==> src/rtl/vectorial_alu_pipe.sv <==
// N-lane SIMD integer ALU with valid/ready flow control: operand capture, lane compute,
// then masked output register. The whole pipe freezes while a result waits on out_ready.
module vectorial_alu_pipe #(
    parameter int WIDTH = 4,
    parameter int N     = 2
) (
    input  logic               clk,
    input  logic               arst,
    input  logic               in_valid,
    output logic               in_ready,
    input  logic [WIDTH*N-1:0] A,
    input  logic [WIDTH*N-1:0] B,
    input  logic [3:0]         sel,
    input  logic [N-1:0]       enable,
    output logic               out_valid,
    input  logic               out_ready,
    output logic [WIDTH*N-1:0] Z,
    output logic [4*N-1:0]     flags,
    output logic [N-1:0]       sticky_ovf,
    input  logic               clr_sticky,
    output logic               illegal_op
);

    localparam logic [3:0] OP_ADD  = 4'd0;
    localparam logic [3:0] OP_SUB  = 4'd1;
    localparam logic [3:0] OP_MINU = 4'd2;
    localparam logic [3:0] OP_MAXU = 4'd3;
    localparam logic [3:0] OP_AND  = 4'd4;
    localparam logic [3:0] OP_OR   = 4'd5;
    localparam logic [3:0] OP_XOR  = 4'd6;
    localparam logic [3:0] OP_SHL  = 4'd7;
    localparam logic [3:0] OP_SHR  = 4'd8;
    localparam logic [3:0] OP_SRA  = 4'd9;
    localparam logic [3:0] OP_ROL  = 4'd10;

    // raw lane result packing: {C, V, Z}
    localparam int LW = WIDTH + 2;

    function automatic logic [LW-1:0] lane_alu(
        input logic [3:0]       op,
        input logic [WIDTH-1:0] a,
        input logic [WIDTH-1:0] b
    );
        logic [WIDTH:0]   ext;
        logic [WIDTH-1:0] z;
        logic [WIDTH-1:0] rot;
        logic             c;
        logic             v;
        logic             big;
        int               amt;
        ext = '0;
        z   = '0;
        rot = a;
        c   = 1'b0;
        v   = 1'b0;
        amt = int'(b);
        big = (amt >= WIDTH);
        case (op)
            OP_ADD: begin
                ext = {1'b0, a} + {1'b0, b};
                z   = ext[WIDTH-1:0];
                c   = ext[WIDTH];
                v   = (a[WIDTH-1] == b[WIDTH-1]) && (z[WIDTH-1] != a[WIDTH-1]);
            end
            OP_SUB: begin
                ext = {1'b0, a} - {1'b0, b};
                z   = ext[WIDTH-1:0];
                c   = ext[WIDTH];
                v   = (a[WIDTH-1] != b[WIDTH-1]) && (z[WIDTH-1] != a[WIDTH-1]);
            end
            OP_MINU: z = (a < b) ? a : b;
            OP_MAXU: z = (a < b) ? b : a;
            OP_AND:  z = a & b;
            OP_OR:   z = a | b;
            OP_XOR:  z = a ^ b;
            // the guard bit next to the lane catches the last bit shifted out
            OP_SHL: begin
                ext = {1'b0, a} << b;
                if (!big) {c, z} = ext;
            end
            OP_SHR: begin
                ext = {a, 1'b0} >> b;
                if (!big) {z, c} = ext;
            end
            OP_SRA: begin
                ext    = $unsigned($signed({a, 1'b0}) >>> b);
                {z, c} = ext;
            end
            OP_ROL: begin
                for (int k = 0; k < WIDTH - 1; k++) begin
                    if (k < amt % WIDTH) rot = {rot[WIDTH-2:0], rot[WIDTH-1]};
                end
                z = rot;
            end
            default: z = '0;
        endcase
        return {c, v, z};
    endfunction

    logic               op_valid_q, op_valid_d;
    logic [WIDTH*N-1:0] a_q, a_d;
    logic [WIDTH*N-1:0] b_q, b_d;
    logic [3:0]         sel_q, sel_d;
    logic [N-1:0]       en_q, en_d;

    logic               res_valid_q, res_valid_d;
    logic [LW*N-1:0]    raw_q, raw_d;
    logic               ill1_q, ill1_d;
    logic [N-1:0]       en1_q, en1_d;

    logic               out_valid_q, out_valid_d;
    logic [WIDTH*N-1:0] z_q, z_d;
    logic [4*N-1:0]     flags_q, flags_d;
    logic               illegal_q, illegal_d;
    logic [N-1:0]       sticky_q, sticky_d;

    logic               stall;

    assign stall    = out_valid_q && !out_ready;
    assign in_ready = !stall;

    always_comb begin
        op_valid_d  = op_valid_q;
        a_d         = a_q;
        b_d         = b_q;
        sel_d       = sel_q;
        en_d        = en_q;
        res_valid_d = res_valid_q;
        raw_d       = raw_q;
        ill1_d      = ill1_q;
        en1_d       = en1_q;
        if (!stall) begin
            op_valid_d = in_valid;
            if (in_valid) begin
                a_d   = A;
                b_d   = B;
                sel_d = sel;
                en_d  = enable;
            end
            res_valid_d = op_valid_q;
            if (op_valid_q) begin
                for (int i = 0; i < N; i++) begin
                    raw_d[i*LW +: LW] = lane_alu(sel_q, a_q[i*WIDTH +: WIDTH], b_q[i*WIDTH +: WIDTH]);
                end
                ill1_d = (sel_q > OP_ROL);
                en1_d  = en_q;
            end
        end
    end

    // disabled lanes keep their last Z; flags are only meaningful for live lanes
    always_comb begin
        out_valid_d = out_valid_q;
        z_d         = z_q;
        flags_d     = flags_q;
        illegal_d   = illegal_q;
        if (!stall) begin
            out_valid_d = res_valid_q;
            if (res_valid_q) begin
                illegal_d = ill1_q;
                for (int i = 0; i < N; i++) begin
                    flags_d[i*4 +: 4] = 4'b0000;
                    if (en1_q[i]) begin
                        if (ill1_q) begin
                            z_d[i*WIDTH +: WIDTH] = '0;
                        end else begin
                            z_d[i*WIDTH +: WIDTH] = raw_q[i*LW +: WIDTH];
                            flags_d[i*4 +: 4] = {raw_q[i*LW + WIDTH + 1],
                                                 raw_q[i*LW + WIDTH],
                                                 ~|raw_q[i*LW +: WIDTH],
                                                 raw_q[i*LW + WIDTH - 1]};
                        end
                    end
                end
            end
        end
    end

    // set wins over clear when both land on the same edge
    always_comb begin
        sticky_d = sticky_q & {N{~clr_sticky}};
        for (int i = 0; i < N; i++) begin
            if (out_valid_q && out_ready && flags_q[i*4 + 2]) sticky_d[i] = 1'b1;
        end
    end

    always_ff @(posedge clk or negedge arst) begin
        if (!arst) begin
            op_valid_q  <= 1'b0;
            a_q         <= '0;
            b_q         <= '0;
            sel_q       <= '0;
            en_q        <= '0;
            res_valid_q <= 1'b0;
            raw_q       <= '0;
            ill1_q      <= 1'b0;
            en1_q       <= '0;
            out_valid_q <= 1'b0;
            z_q         <= '0;
            flags_q     <= '0;
            illegal_q   <= 1'b0;
            sticky_q    <= '0;
        end else begin
            op_valid_q  <= op_valid_d;
            a_q         <= a_d;
            b_q         <= b_d;
            sel_q       <= sel_d;
            en_q        <= en_d;
            res_valid_q <= res_valid_d;
            raw_q       <= raw_d;
            ill1_q      <= ill1_d;
            en1_q       <= en1_d;
            out_valid_q <= out_valid_d;
            z_q         <= z_d;
            flags_q     <= flags_d;
            illegal_q   <= illegal_d;
            sticky_q    <= sticky_d;
        end
    end

    assign out_valid  = out_valid_q;
    assign Z          = z_q;
    assign flags      = flags_q;
    assign illegal_op = illegal_q;
    assign sticky_ovf = sticky_q;

endmodule

==> config.mk <==
export PLATFORM = sky130hd
export DESIGN_NAME = vectorial_alu_pipe
export DESIGN_NICKNAME = d
export VERILOG_FILES = /design/src/rtl/vectorial_alu_pipe.sv
export SDC_FILE = /design/constraint.sdc
export NUM_CORES = 1
export LEC_CHECK = 0
export ABC_AREA = 1
export BUFFER_PORTS_ARGS = -buffer_cell sky130_fd_sc_hd__buf_2
export CAP_MARGIN = 10
export CORE_UTILIZATION = 45
export CTS_CLUSTER_SIZE = 24
export DETAILED_ROUTE_END_ITERATION = 7
export PLACE_DENSITY = 0.76
export SYNTH_ARGS = -nofsm -noshare
export SYNTH_HDL_FRONTEND = slang
export SYNTH_SLANG_ARGS = --single-unit
export TNS_END_PERCENT = 100
==> constraint.sdc <==
create_clock -name clk -period 2.2 [get_ports clk]
set_input_delay 0.33 -clock clk [delete_from_list [all_inputs] [get_ports clk]]
set_output_delay 0.33 -clock clk [all_outputs]
set_load 0.05 [all_outputs]
==> impl_results.md, run 1 <==
- Launch point of the worst hold path: clr_sticky
- Depth of the worst register-to-register path: 10
- Number of buffers and inverters on the critical path: 2
- Crit. End Element: flop
- Clock power share: between 15 and 20%
- Critical Path Stages: 10
- Routed length per placed instance: around 16 um
- Hold crit path type: in2reg
- Adder-cell share of the synthesized area: 9.46%
- Flip-flop cell with the highest count after synthesis: dfrtp_1
- Post-place instance area: 4960 sq um
- CP delay by family, top: adder cells
- Final number of setup-violating endpoints: 0
- DRT antenna net count: 0
- Switching power as a share of total power: 49.4%
- Pin count of the biggest net entering global routing: 60
- Starting Density: 47.2%
- Max IR drop VDD: 0.609 mV
- Seq cells post-synth: 59
- Largest cells by area after synthesis: dfrtp_1, nand2_1, ha_1, nor2_1, nand3_1
- Number of nets produced by synthesis: 704
- DR vias/cell: approximately 5.4
- Number of buffers on the longest clock path: 2
- Largest family of logic cells by synthesized area: simple AND/OR/NAND/NOR gates
- R2R Setup Slk: 140 ps
- Buffer type at the clock tree root: clkbuf_8
- TritonCTS clock tree: yes
- Sink count of the clock tree: a little under 60
- Leak pwr: 2.73 nW
- Period utilization: 93.5%
- Share of total power in sequential cells: 28.2%
- Worst setup path end: raw_q[5]
- Xor and xnor area share after synthesis: 0.198%
- Worst-case headroom to the max-slew limit: a little under three quarters
- CTS H-tree depth: 3
- DIE AREA: 10200 sq um
- Net count of the finished layout: 780
- Top cells by instance count after synthesis: nand2_1, nor2_1, inv_1
- Die Wd: 101 um
- # DRC: 0
- Post-synth ARST share: 100%
- Transition at the pin with the smallest max-transition slack: 428 ps
- Gr ovfl total: 0
- Total wire length: 13300 um
- Beginning of the critical path: a_q[0]
- Vertical die dimension: 101 um
- Area share of the leading cell type in the synthesized netlist: 33.4%
- Post-layout instance area: approximately 5200 sq um
- Global-route total usage across every layer: 27.8%
- Number of max-cap violations: 0
- Number of distinct library cells after synthesis: 34
- Clock-pin transition on the worst setup and hold timing paths: around 80 ps
- Worst-path maximum fanout: 6
- Minimum period implied by the final worst setup slack: 2060 ps
- Max Clk Rate: 486 MHz
- Placed wire-length estimate after detailed placement: about 10000 um
- Insertion delay to the later sink of the worst-skew pair: 350 ps
- I/O Pins: 48
- Synth-to-Final Area Change: 18.0%
- Cell with the biggest individual delay on the critical path: dfrtp_1
- Type of the worst setup path: reg2reg
- Post-synthesis mux area share: 0.510%
- Number of rows in the core area: 35
- Combinational share of power: 54.7%
- Internal power: 2.99 mW
- Antenna violations before repair: 0
- Psw: a little under 3 mW
- Post-synthesis simple-gate area fraction: ~34%
- Maximum cell stage delay along the critical path: 440 ps
- Total power density per cell area: 1130 nW/um^2
- Core footprint: approximately 9400 sq um
- Iteration-0 DRC Markers: 269
- Port bufs: between 40 and 50
- Global-route wire length before repair: 21600 um
- Clock buffer count from CTS: 9
- Routability-driven placement congestion ratio: 0.931
- Worst reg2reg path startpoint: a_q[0]
- Critical Path AT: between 2000 and 2500 ps
- Worst setup SP type: flop
- Setup repair after global routing missed its margin: false
- Post-synth EDFFs: 0
- Gate count after technology mapping: 646
- Fraction of layout cells with a size suffix above 1: 15.5%
- Via count of the first global-routing pass: 4450
- Data required time of the worst path: around 2400 ps
- Most repeated cell in the gate-level netlist after synthesis: nand2_1
- Worst flop-to-flop path endpoint: raw_q[5]
- Share of the yosys chip area belonging to registers: 33.4%
- Number of warning messages in the yosys log: 0
- Routed via count: 4630
- Mean area per synthesized cell: around 6.8 sq um
- Post-Synthesis Cell Area: 4420 sq um
- Pre-Repair DR Iteration Count: 5
- Number of diodes: 0
- Worst clock skew: 13.1 ps
- Hold violation count in the final report: 0
- Worst path cell trace: ha_1 -> fa_1 -> nand2_1 -> inv_1 -> o21ai_0 -> a21boi_0 -> nor3_1 -> nand2_1 -> o21ai_0 -> inv_1
- Run status: completed
- Synth Area in Compound Gates: between 10% and 20%
- Cell type contributing the most total cell area after synthesis: dfrtp_1
- Number of pins exceeding their max-slew limit in the final report: 0
- Worst Hold Margin: 192 ps
final cells by class:
type | count | area (sq um)
well taps | 129 | 161
repair buffers | 81 | 505
fillers | 957 | 4160
multi-input cells | 496 | 2590
flip-flops and latches | 59 | 1480
clock inverters | 5 | 52.6
inverters | 75 | 282
clock buffers | 11 | 141
metrics by stage:
step / TNS, ps / total power [mW] / util (%) / setup WS [ps] / cells
floorplan: 0 / 3.86 / - / 85.4 / 646
global placement: -19.0 / 4.75 / 52.9 / -19.0 / 838
detailed placement: -59.8 / 4.80 / 52.9 / -59.8 / 838
CTS: 0 / 5.83 / 55.2 / 41.7 / 855
global route: 0 / 6.37 / 55.6 / 4.07 / 856
finish: 0 / 5.91 / 55.6 / 143 / 856
logic make-up after synthesis:
family | count (synthesis)
adders and majority gates | 31
xor gates and xnor gates | 1
DFF | 59
muxes | 2
and+or+nand+nor | 358
buffers and inverters | 91
AOI/OAI and AO/OA | 104
cell usage in the layout (no fill, tap or decap), drive strengths merged, types with 2 or more instances in the layout:
cell type / count
fa: 4
a21oi: 37
ha: 27
nor2: 93
o22ai: 5
dfrtp: 59
nand3b: 3
nand4: 17
a32o: 5
buf: 80
o21ai: 44
clkbuf: 11
nand2: 178
nand3: 60
mux2: 2
o211ai: 6
clkinv: 4
inv: 74
nor3: 5
timing repair:
| item | CTS | global route |
|---|---|---|
| setup endpoints to repair | 1 | 8 |
| hold buffers | 1 | 0 |
| setup buffers | 0 | 1 |
| resized for setup | 2 | 9 |
| endpoints found under the hold margin | 12 | 0 |
power by group through the flow:
stage	clock [mW]	sequential (mW)	combinational [mW]
6_report	1.01	1.67	3.23
5_1_grt	1.06	1.70	3.61
4_1_cts	1.03	1.66	3.15
3_5_place_dp	0	1.68	3.12
3_3_place_gp	0	1.66	3.09
2_1_floorplan	0	2.03	1.83
flip-flops by register name, indices dropped and copies added, names as in the netlist:
register     flops
sel_q            4
illegal_op       1
en1_q            2
en_q             2
flags            8
op_valid_q       1
ill1_q           1
Z                8
b_q              8
a_q              8
sticky_ovf       2
raw_q           12
out_valid        1
res_valid_q      1
worst register-to-register path, delay by kind of cell, from the launching register on:
kind | cells | cell delay (ps)
flip-flops | 1 | 440
adder cells (fa/ha/maj) | 2 | 710
buffers and inverters | 2 | 110
AND/OR/NAND/NOR | 3 | 350
AO/OA/AOI/OAI | 3 | 330
worst min-delay path by stage:
stage                               end  slack, ps  depth (start not counted)
after floorplan                    Z[0]         30                          0
after global placement           b_q[4]        360                          2
after detailed placement         b_q[4]        360                          2
after CTS                 sticky_ovf[0]        180                          2
after global routing      sticky_ovf[1]        200                          2
final                     sticky_ovf[1]        190                          2
metal layers:
metal	global-route usage (%)	share of wire, %
met5	0	0
met3	4.37	6.3
met1	36.2	44
met4	13.7	4.0
met2	44.9	46
No activity file was read; power rests on OpenSTA's default activity.
==> run 2, diff against run 1 <==
--- a/config.mk
+++ b/config.mk
@@ -9,6 +9,7 @@
 export BUFFER_PORTS_ARGS = -buffer_cell sky130_fd_sc_hd__buf_2
 export CAP_MARGIN = 10
 export CORE_UTILIZATION = 45
+export CTS_BUF_LIST = sky130_fd_sc_hd__clkbuf_8
 export CTS_CLUSTER_SIZE = 24
 export DETAILED_ROUTE_END_ITERATION = 7
 export PLACE_DENSITY = 0.76
==> run 2 against run 1 <==
- sequential power about the same
- maximum frequency down 0.14%
- power about the same
- via count rose by 0.45%
- critical endpoint unchanged
- highest routed layer unchanged
- sequential cell count is the same
- clock-buffer cell count decreased by 1
- clock power hardly changed
- worst setup slack worse by 2.8 ps
- utilization did not move
==> impl_results.md, run 2 (synthesis results as in run 1) <==
- Switching power as a share of total power: 49.4% (about the same)
- Worst-case headroom to the max-slew limit: 71.4% (about the same)
- Clock buffer count from CTS: 9 (unchanged)
- Max Clk Rate: 486 MHz (-0.14%)
- Post-placement worst setup slack: -59.8 ps (unchanged)
- I/O Pins: 48 (unchanged)
- Combinational share of power: 54.8% (about the same)
- DR vias/cell: 5.43 (+0.45%)
- Type of the worst setup path: reg2reg
- Worst-path maximum fanout: 6 (unchanged)
- DRT antenna net count: 0 (unchanged)
- # DRC: 0 (unchanged)
- Leak pwr: 2.73 nW (+0.15%)
- Starting Density: 47.2% (unchanged)
- Number of pins exceeding their max-slew limit in the final report: 0 (unchanged)
- Pin count of the biggest net entering global routing: 60 (unchanged)
- Antenna violations before repair: 0 (unchanged)
- Clock-pin transition on the worst setup and hold timing paths: 80 ps (about the same)
- Critical Path AT: 2290 ps (about the same)
- Global-route wire length before repair: 21600 um (unchanged)
- Minimum period implied by the final worst setup slack: 2060 ps (+2.80 ps)
- Setup repair after global routing missed its margin: false
- Synth-to-Final Area Change: 18.0% (unchanged)
- Number of diodes: 0 (unchanged)
- Max IR drop VDD: 0.608 mV (-0.20%)
- Routed via count: 4651 (+0.45%)
- Gr ovfl total: 0 (unchanged)
- Insertion delay to the later sink of the worst-skew pair: 350 ps (about the same)
- Total wire length: 13300 um (+0.14%)
- Port bufs: 47 (unchanged)
- TritonCTS clock tree: yes
- Number of max-cap violations: 0 (unchanged)
- Most common cell after layout, fill and taps aside: nand2_1
- Worst-case setup margin in the final layout: 141 ps (-2.80 ps)
- Top register by number of flip-flops: raw_q
- Routed length per placed instance: 15.6 um (+0.14%)
- Pre-Repair DR Iteration Count: 6 (+1)
- Total power density per cell area: 1130 nW/um^2 (about the same)
- Fraction of layout cells with a size suffix above 1: 15.5% (unchanged)
- CTS H-tree depth: 3 (unchanged)
- Psw: 2.92 mW (about the same)
- Placed wire-length estimate after detailed placement: 10100 um (unchanged)
- Buffer type at the clock tree root: clkbuf_8
- Share of total power in sequential cells: 28.2% (about the same)
- Period utilization: 93.6% (+0.13 points)
- Routability-driven placement congestion ratio: 0.931 (unchanged)
- Final number of setup-violating endpoints: 0 (unchanged)
- Number of rows in the core area: 35 (unchanged)
- Vertical die dimension: 101 um (unchanged)
- Iteration-0 DRC Markers: 270 (+0.37%)
- Hold violation count in the final report: 0 (unchanged)
- Transition at the pin with the smallest max-transition slack: 429 ps (+0.646 ps)
- Via count of the first global-routing pass: 4450 (unchanged)
- Highest-count cells in the layout ignoring fill and taps: nand2_1, nor2_1, inv_1, nand3_1, dfrtp_1
- Data required time of the worst path: 2430 ps (about the same)
- Number of buffers on the longest clock path: 2 (unchanged)
- Sink count of the clock tree: 59 (unchanged)
- Run status: completed
- Number of cells after detailed placement: 838 (unchanged)
- Total of fill cells in the finished design: 957 (unchanged)
- Global-route total usage across every layer: 27.8% (unchanged)
- DIE AREA: 10200 sq um (unchanged)
- Crit. End Element: flop
- Die Wd: 101 um (unchanged)
- Hold crit path type: in2reg
- Clock power share: 17.0% (about the same)
- Internal power: 2.98 mW (-0.16%)
- Worst setup SP type: flop
- Flip-flop count of the largest register, all copies and words added: 12 (unchanged)
- Core footprint: 9370 sq um (unchanged)
- Net count of the finished layout: 780 (unchanged)
- Worst clock skew: 14.3 ps (+1.15 ps)
- Final Non-Filler Cells: 856 (unchanged)
## run 2: cell types whose count changed in the layout (fill, tap and decap cells not counted)
cell / delta
clkbuf_1: -1
inv_1: +1
## run 2: through the flow
stage               setup TNS, ps  util (%)  area [sq um]  hold slack [ps]  power, mW
finish                          0      55.6          5220              193       5.90
global route                    0      55.6          5220              204       6.37
CTS                             0      55.2          5170              185       5.83
detailed placement          -59.8      52.9          4960              361       4.80
global placement            -19.0      52.9          4960              358       4.75
floorplan                       0         -          4420             34.4       3.86
## run 2: critical path: stages (launching register included)
cell,delay [ps]
dfrtp_1,450
ha_1,300
fa_1,410
nand2_1,80
inv_1,50
o21ai_0,130
a21boi_0,110
nor3_1,180
nand2_1,90
o21ai_0,90
inv_1,60
## run 2: path summary, 6_finish.rpt
kind,start,to,slack [ps],depth (start not counted)
setup / recovery,a_q[0],raw_q[5],140,10
hold / removal,clr_sticky,sticky_ovf[1],190,2
setup reg to reg,a_q[0],raw_q[5],140,10
hold reg to reg,res_valid_q,out_valid,470,2
max in group asynchronous,arst,en_q[1],1400,3
min in group asynchronous,arst,sel_q[1],510,3
## run 2: timing repair
action / 4_1_cts / 5_1_grt
hold buffers: 1 / 0
resized for setup: 2 / 9
gates cloned: 0 / 0
endpoints found under the setup margin: 1 / 8
setup buffers: 0 / 1
hold endpoints to repair: 12 / 0
## run 2: area by class of cell
cell class | instances | area (sq um) | share of cell area [%]
Clock buffer | 10 | 138 | 2.64
Sequential cell | 59 | 1480 | 28.4
Inverter | 75 | 282 | 5.40
Timing Repair Buffer | 81 | 505 | 9.69
Multi-Input combinational cell | 496 | 2590 | 49.7
Tap cell | 129 | 161 | 3.10
Clock inverter | 6 | 56.3 | 1.08
## run 2: per-layer routing
layer	GRT usage (%)	wire length [um]	part of all wire (%)
met4	13.7	501	3.8
met1	36.2	5880	44
met3	4.37	794	6.0
met5	0	0	0
met2	44.9	6140	46
## run 2: power by group through the flow
stage | registers, mW | clock network, mW | logic (mW)
4_1_cts | 1.66 | 1.02 | 3.15
3_3_place_gp | 1.66 | 0 | 3.09
6_report | 1.67 | 1.00 | 3.23
3_5_place_dp | 1.68 | 0 | 3.12
2_1_floorplan | 2.03 | 0 | 1.83
5_1_grt | 1.70 | 1.06 | 3.61
==> run 3, diff against run 2 <==
--- a/config.mk
+++ b/config.mk
@@ -8,11 +8,11 @@
 export ABC_AREA = 1
 export BUFFER_PORTS_ARGS = -buffer_cell sky130_fd_sc_hd__buf_2
 export CAP_MARGIN = 10
-export CORE_UTILIZATION = 45
+export CORE_UTILIZATION = 50
 export CTS_BUF_LIST = sky130_fd_sc_hd__clkbuf_8
 export CTS_CLUSTER_SIZE = 24
 export DETAILED_ROUTE_END_ITERATION = 7
-export PLACE_DENSITY = 0.76
+export PLACE_DENSITY = 0.82
 export SYNTH_ARGS = -nofsm -noshare
 export SYNTH_HDL_FRONTEND = slang
 export SYNTH_SLANG_ARGS = --single-unit
==> run 3 against run 2 <==
- the run now ends with negative hold slack left
- cell count is 3.4% lower
- clock skew fell by 1.7 ps
- first-iteration DRC count rose by 46%
- sequential cell count did not move
- via count about the same
- combinational power down 2%
- maximum frequency rose by 0.37%
- clock power fell by 9%
- largest power group unchanged
- hold slack worse by 200 ps
- design area fell by 1.9%
- clock-buffer cell count unchanged
- sequential power barely moved
==> impl_results.md, run 3 (synthesis results as in run 1) <==
- Die Wd: 96.0 um (-5.0%)
- Top register by number of flip-flops: raw_q
- Cell repeated most along the worst path: nand2_1
- Run status: finished with violations
- Violations in the final reports: negative hold slack
- Share of total power in sequential cells: 28.9% (+0.7 points)
- Worst-case setup margin in the final layout: 148 ps (+7.64 ps)
- Buffer type at the clock tree root: clkbuf_8
- Vertical die dimension: 96.0 um (-5.0%)
- Worst setup SP type: flop
- Number of buffers and inverters on the critical path: 1 (-1)
- Hold crit path type: in2async
- Max Clk Rate: 487 MHz (+0.37%)
- Synth-to-Final Area Change: 15.8%
- Switching power as a share of total power: 50.7% (+1.3 points)
- Clock buffer count from CTS: 9 (unchanged)
- Data required time of the worst path: 2440 ps (about the same)
- Routed via count: 4647 (-0.086%)
- Clock power share: 15.8% (-1.2 points)
- Transition at the pin with the smallest max-transition slack: 670 ps (+242 ps)
- Flip-flop count of the largest register, all copies and words added: 12 (unchanged)
- Worst clock skew: 12.6 ps (-1.69 ps)
- Pre-Repair DR Iteration Count: 5 (-1)
- Final Non-Filler Cells: 827 (-3.4%)
- Clock-pin transition on the worst setup and hold timing paths: 80 ps (about the same)
- Fraction of layout cells with a size suffix above 1: 15.1% (-0.45 points)
- Global-route total usage across every layer: 30.4% (+2.7 points)
- Maximum cell stage delay along the critical path: 500 ps (+50 ps)
- # DRC: 0 (unchanged)
- Total wire length: 12900 um (-3.0%)
- Minimum period implied by the final worst setup slack: 2050 ps (-7.64 ps)
- Number of diodes: 0 (unchanged)
- Port bufs: 47 (unchanged)
- Iteration-0 DRC Markers: 395 (+46%)
- Leak pwr: 2.70 nW (-1.3%)
- CP delay by family, top: simple AND/OR/NAND/NOR gates
- Number of rows in the core area: 33 (-5.7%)
- Max IR drop VDD: 0.559 mV (-8.0%)
- Number of buffers on the longest clock path: 2 (unchanged)
- Total power density per cell area: 1120 nW/um^2 (-0.60%)
- Type of the worst setup path: reg2reg
- DIE AREA: 9220 sq um (-9.8%)
- Number of pins exceeding their max-slew limit in the final report: 0 (unchanged)
- Combinational share of power: 55.3% (+0.5 points)
- Antenna violations before repair: 0 (unchanged)
- Starting Density: 52.7% (+5.6 points)
- Post-placement worst setup slack: 80.8 ps (+141 ps)
- I/O Pins: 48 (unchanged)
- Insertion delay to the later sink of the worst-skew pair: 350 ps (about the same)
- DRT antenna net count: 0 (unchanged)
- Worst path cell trace: inv_1 -> ha_2 -> fa_1 -> nand3b_1 -> nand2_1 -> nor2_1 -> nand2_1 -> nor2_1 -> nand4_1 -> nand2_1 -> nand2_1
- Cell with the biggest individual delay on the critical path: fa_1
- Most common cell after layout, fill and taps aside: nand2_1
- Routed length per placed instance: 15.6 um (+0.44%)
- Via count of the first global-routing pass: 4184 (-6.0%)
- Worst-path maximum fanout: 6 (unchanged)
- Pin count of the biggest net entering global routing: 38 (-37%)
- CTS H-tree depth: 3 (unchanged)
- Number of max-cap violations: 0 (unchanged)
- TritonCTS clock tree: yes
- Core footprint: 8380 sq um (-11%)
- Net count of the finished layout: 776 (-0.51%)
- Buffers inserted by post-CTS timing repair: 0 (unchanged)
- Internal power: 2.84 mW (-5.0%)
- Crit. End Element: flop
- Highest-count cells in the layout ignoring fill and taps: nand2_1, nor2_1, inv_1, nand3_1, dfrtp_1
- Global-route wire length before repair: 20900 um (-3.4%)
- Utilization of the core after routing: 61.0% (+5.4 points)
- Worst Hold Margin: -7.40 ps (-200 ps)
- DR vias/cell: 5.62 (+3.4%)
- Final number of setup-violating endpoints: 0 (unchanged)
- Critical Path AT: 2290 ps (about the same)
- Worst-case headroom to the max-slew limit: 55.3% (-16 points)
- Placed wire-length estimate after detailed placement: 9900 um (-2.0%)
- Hold violation count in the final report: 13 (+13)
- Gr ovfl total: 0 (unchanged)
- Routability-driven placement congestion ratio: 1.02 (+9.7%)
- Period utilization: 93.3% (-0.35 points)
- Number of cells after detailed placement: 812 (-3.1%)
- Sink count of the clock tree: 59 (unchanged)
- Psw: 2.92 mW (+0.11%)
- Setup repair after global routing missed its margin: true
-- run 3: cell types whose count changed in the layout (fill, tap and decap cells not counted), sizes merged --
cell         change
buf              -3
dlygate4sd3      -1
bufinv           -1
inv              -1
clkinvlp         +1
-- run 3: worst register-to-register path, delay by kind of cell (launching register included) --
kind / cells / cell delay (ps)
adder cells (fa/ha/maj): 2 / 710
buffers and inverters: 1 / 70
flip-flops: 1 / 420
AND/OR/NAND/NOR: 8 / 740
-- run 3: through the flow --
stage / TNS [ps] / cell area (sq um) / power [mW] / hold WS [ps]
after floorplan: 0 / 4420 / 3.86 / 34.4
after global placement: 0 / 4930 / 4.71 / 372
after detailed placement: 0 / 4930 / 4.77 / 380
after CTS: 0 / 5100 / 5.70 / 3.78
after global routing: -48.6 / 5120 / 6.23 / 33.1
final: 0 / 5120 / 5.75 / -7.40
-- run 3: area by class of cell --
class,count,area [sq um]
Clock buffer,10,138
Inverter,75,282
Multi-Input combinational cell,496,2570
Timing Repair Buffer,77,485
Tap cell,105,131
Fill cell,793,3270
Clock inverter,5,30.0
Sequential cell,59,1480
-- run 3: repair_timing --
action	4_1_cts	5_1_grt
gates resized for setup	0	8
hold buffers	0	0
endpoints found under the setup margin	0	8
-- run 3: worst paths after layout --
check	startpoint	to	slack, ps	cells after the start
max in group asynchronous	arst	raw_q[6]	1600	2
min in group clk	clr_sticky	sticky_ovf[0]	180	2
setup reg to reg	a_q[4]	raw_q[7]	150	11
setup / recovery	a_q[4]	raw_q[7]	150	11
hold / removal	arst	Z[1]	-7	1
hold reg to reg	res_valid_q	out_valid	480	2
-- run 3: routing by layer --
metal | share of wire (%) | vias up | GRT usage [%]
li1 | - | 2250 | -
met1 | 45 | 2148 | 43.2
met2 | 45 | 230 | 46.6
met3 | 7.9 | 19 | 5.69
met4 | 1.9 | 0 | 9.58
met5 | 0 | - | 0
-- run 3: power groups by stage --
| stage | clock, mW | combinational, mW | sequential [mW] |
|---|---|---|---|
| 2_1_floorplan | 0 | 1.83 | 2.03 |
| 3_3_place_gp | 0 | 3.05 | 1.66 |
| 5_1_grt | 0.982 | 3.54 | 1.71 |
| 6_report | 0.911 | 3.18 | 1.66 |
| 3_5_place_dp | 0 | 3.09 | 1.68 |
| 4_1_cts | 0.932 | 3.11 | 1.66 |
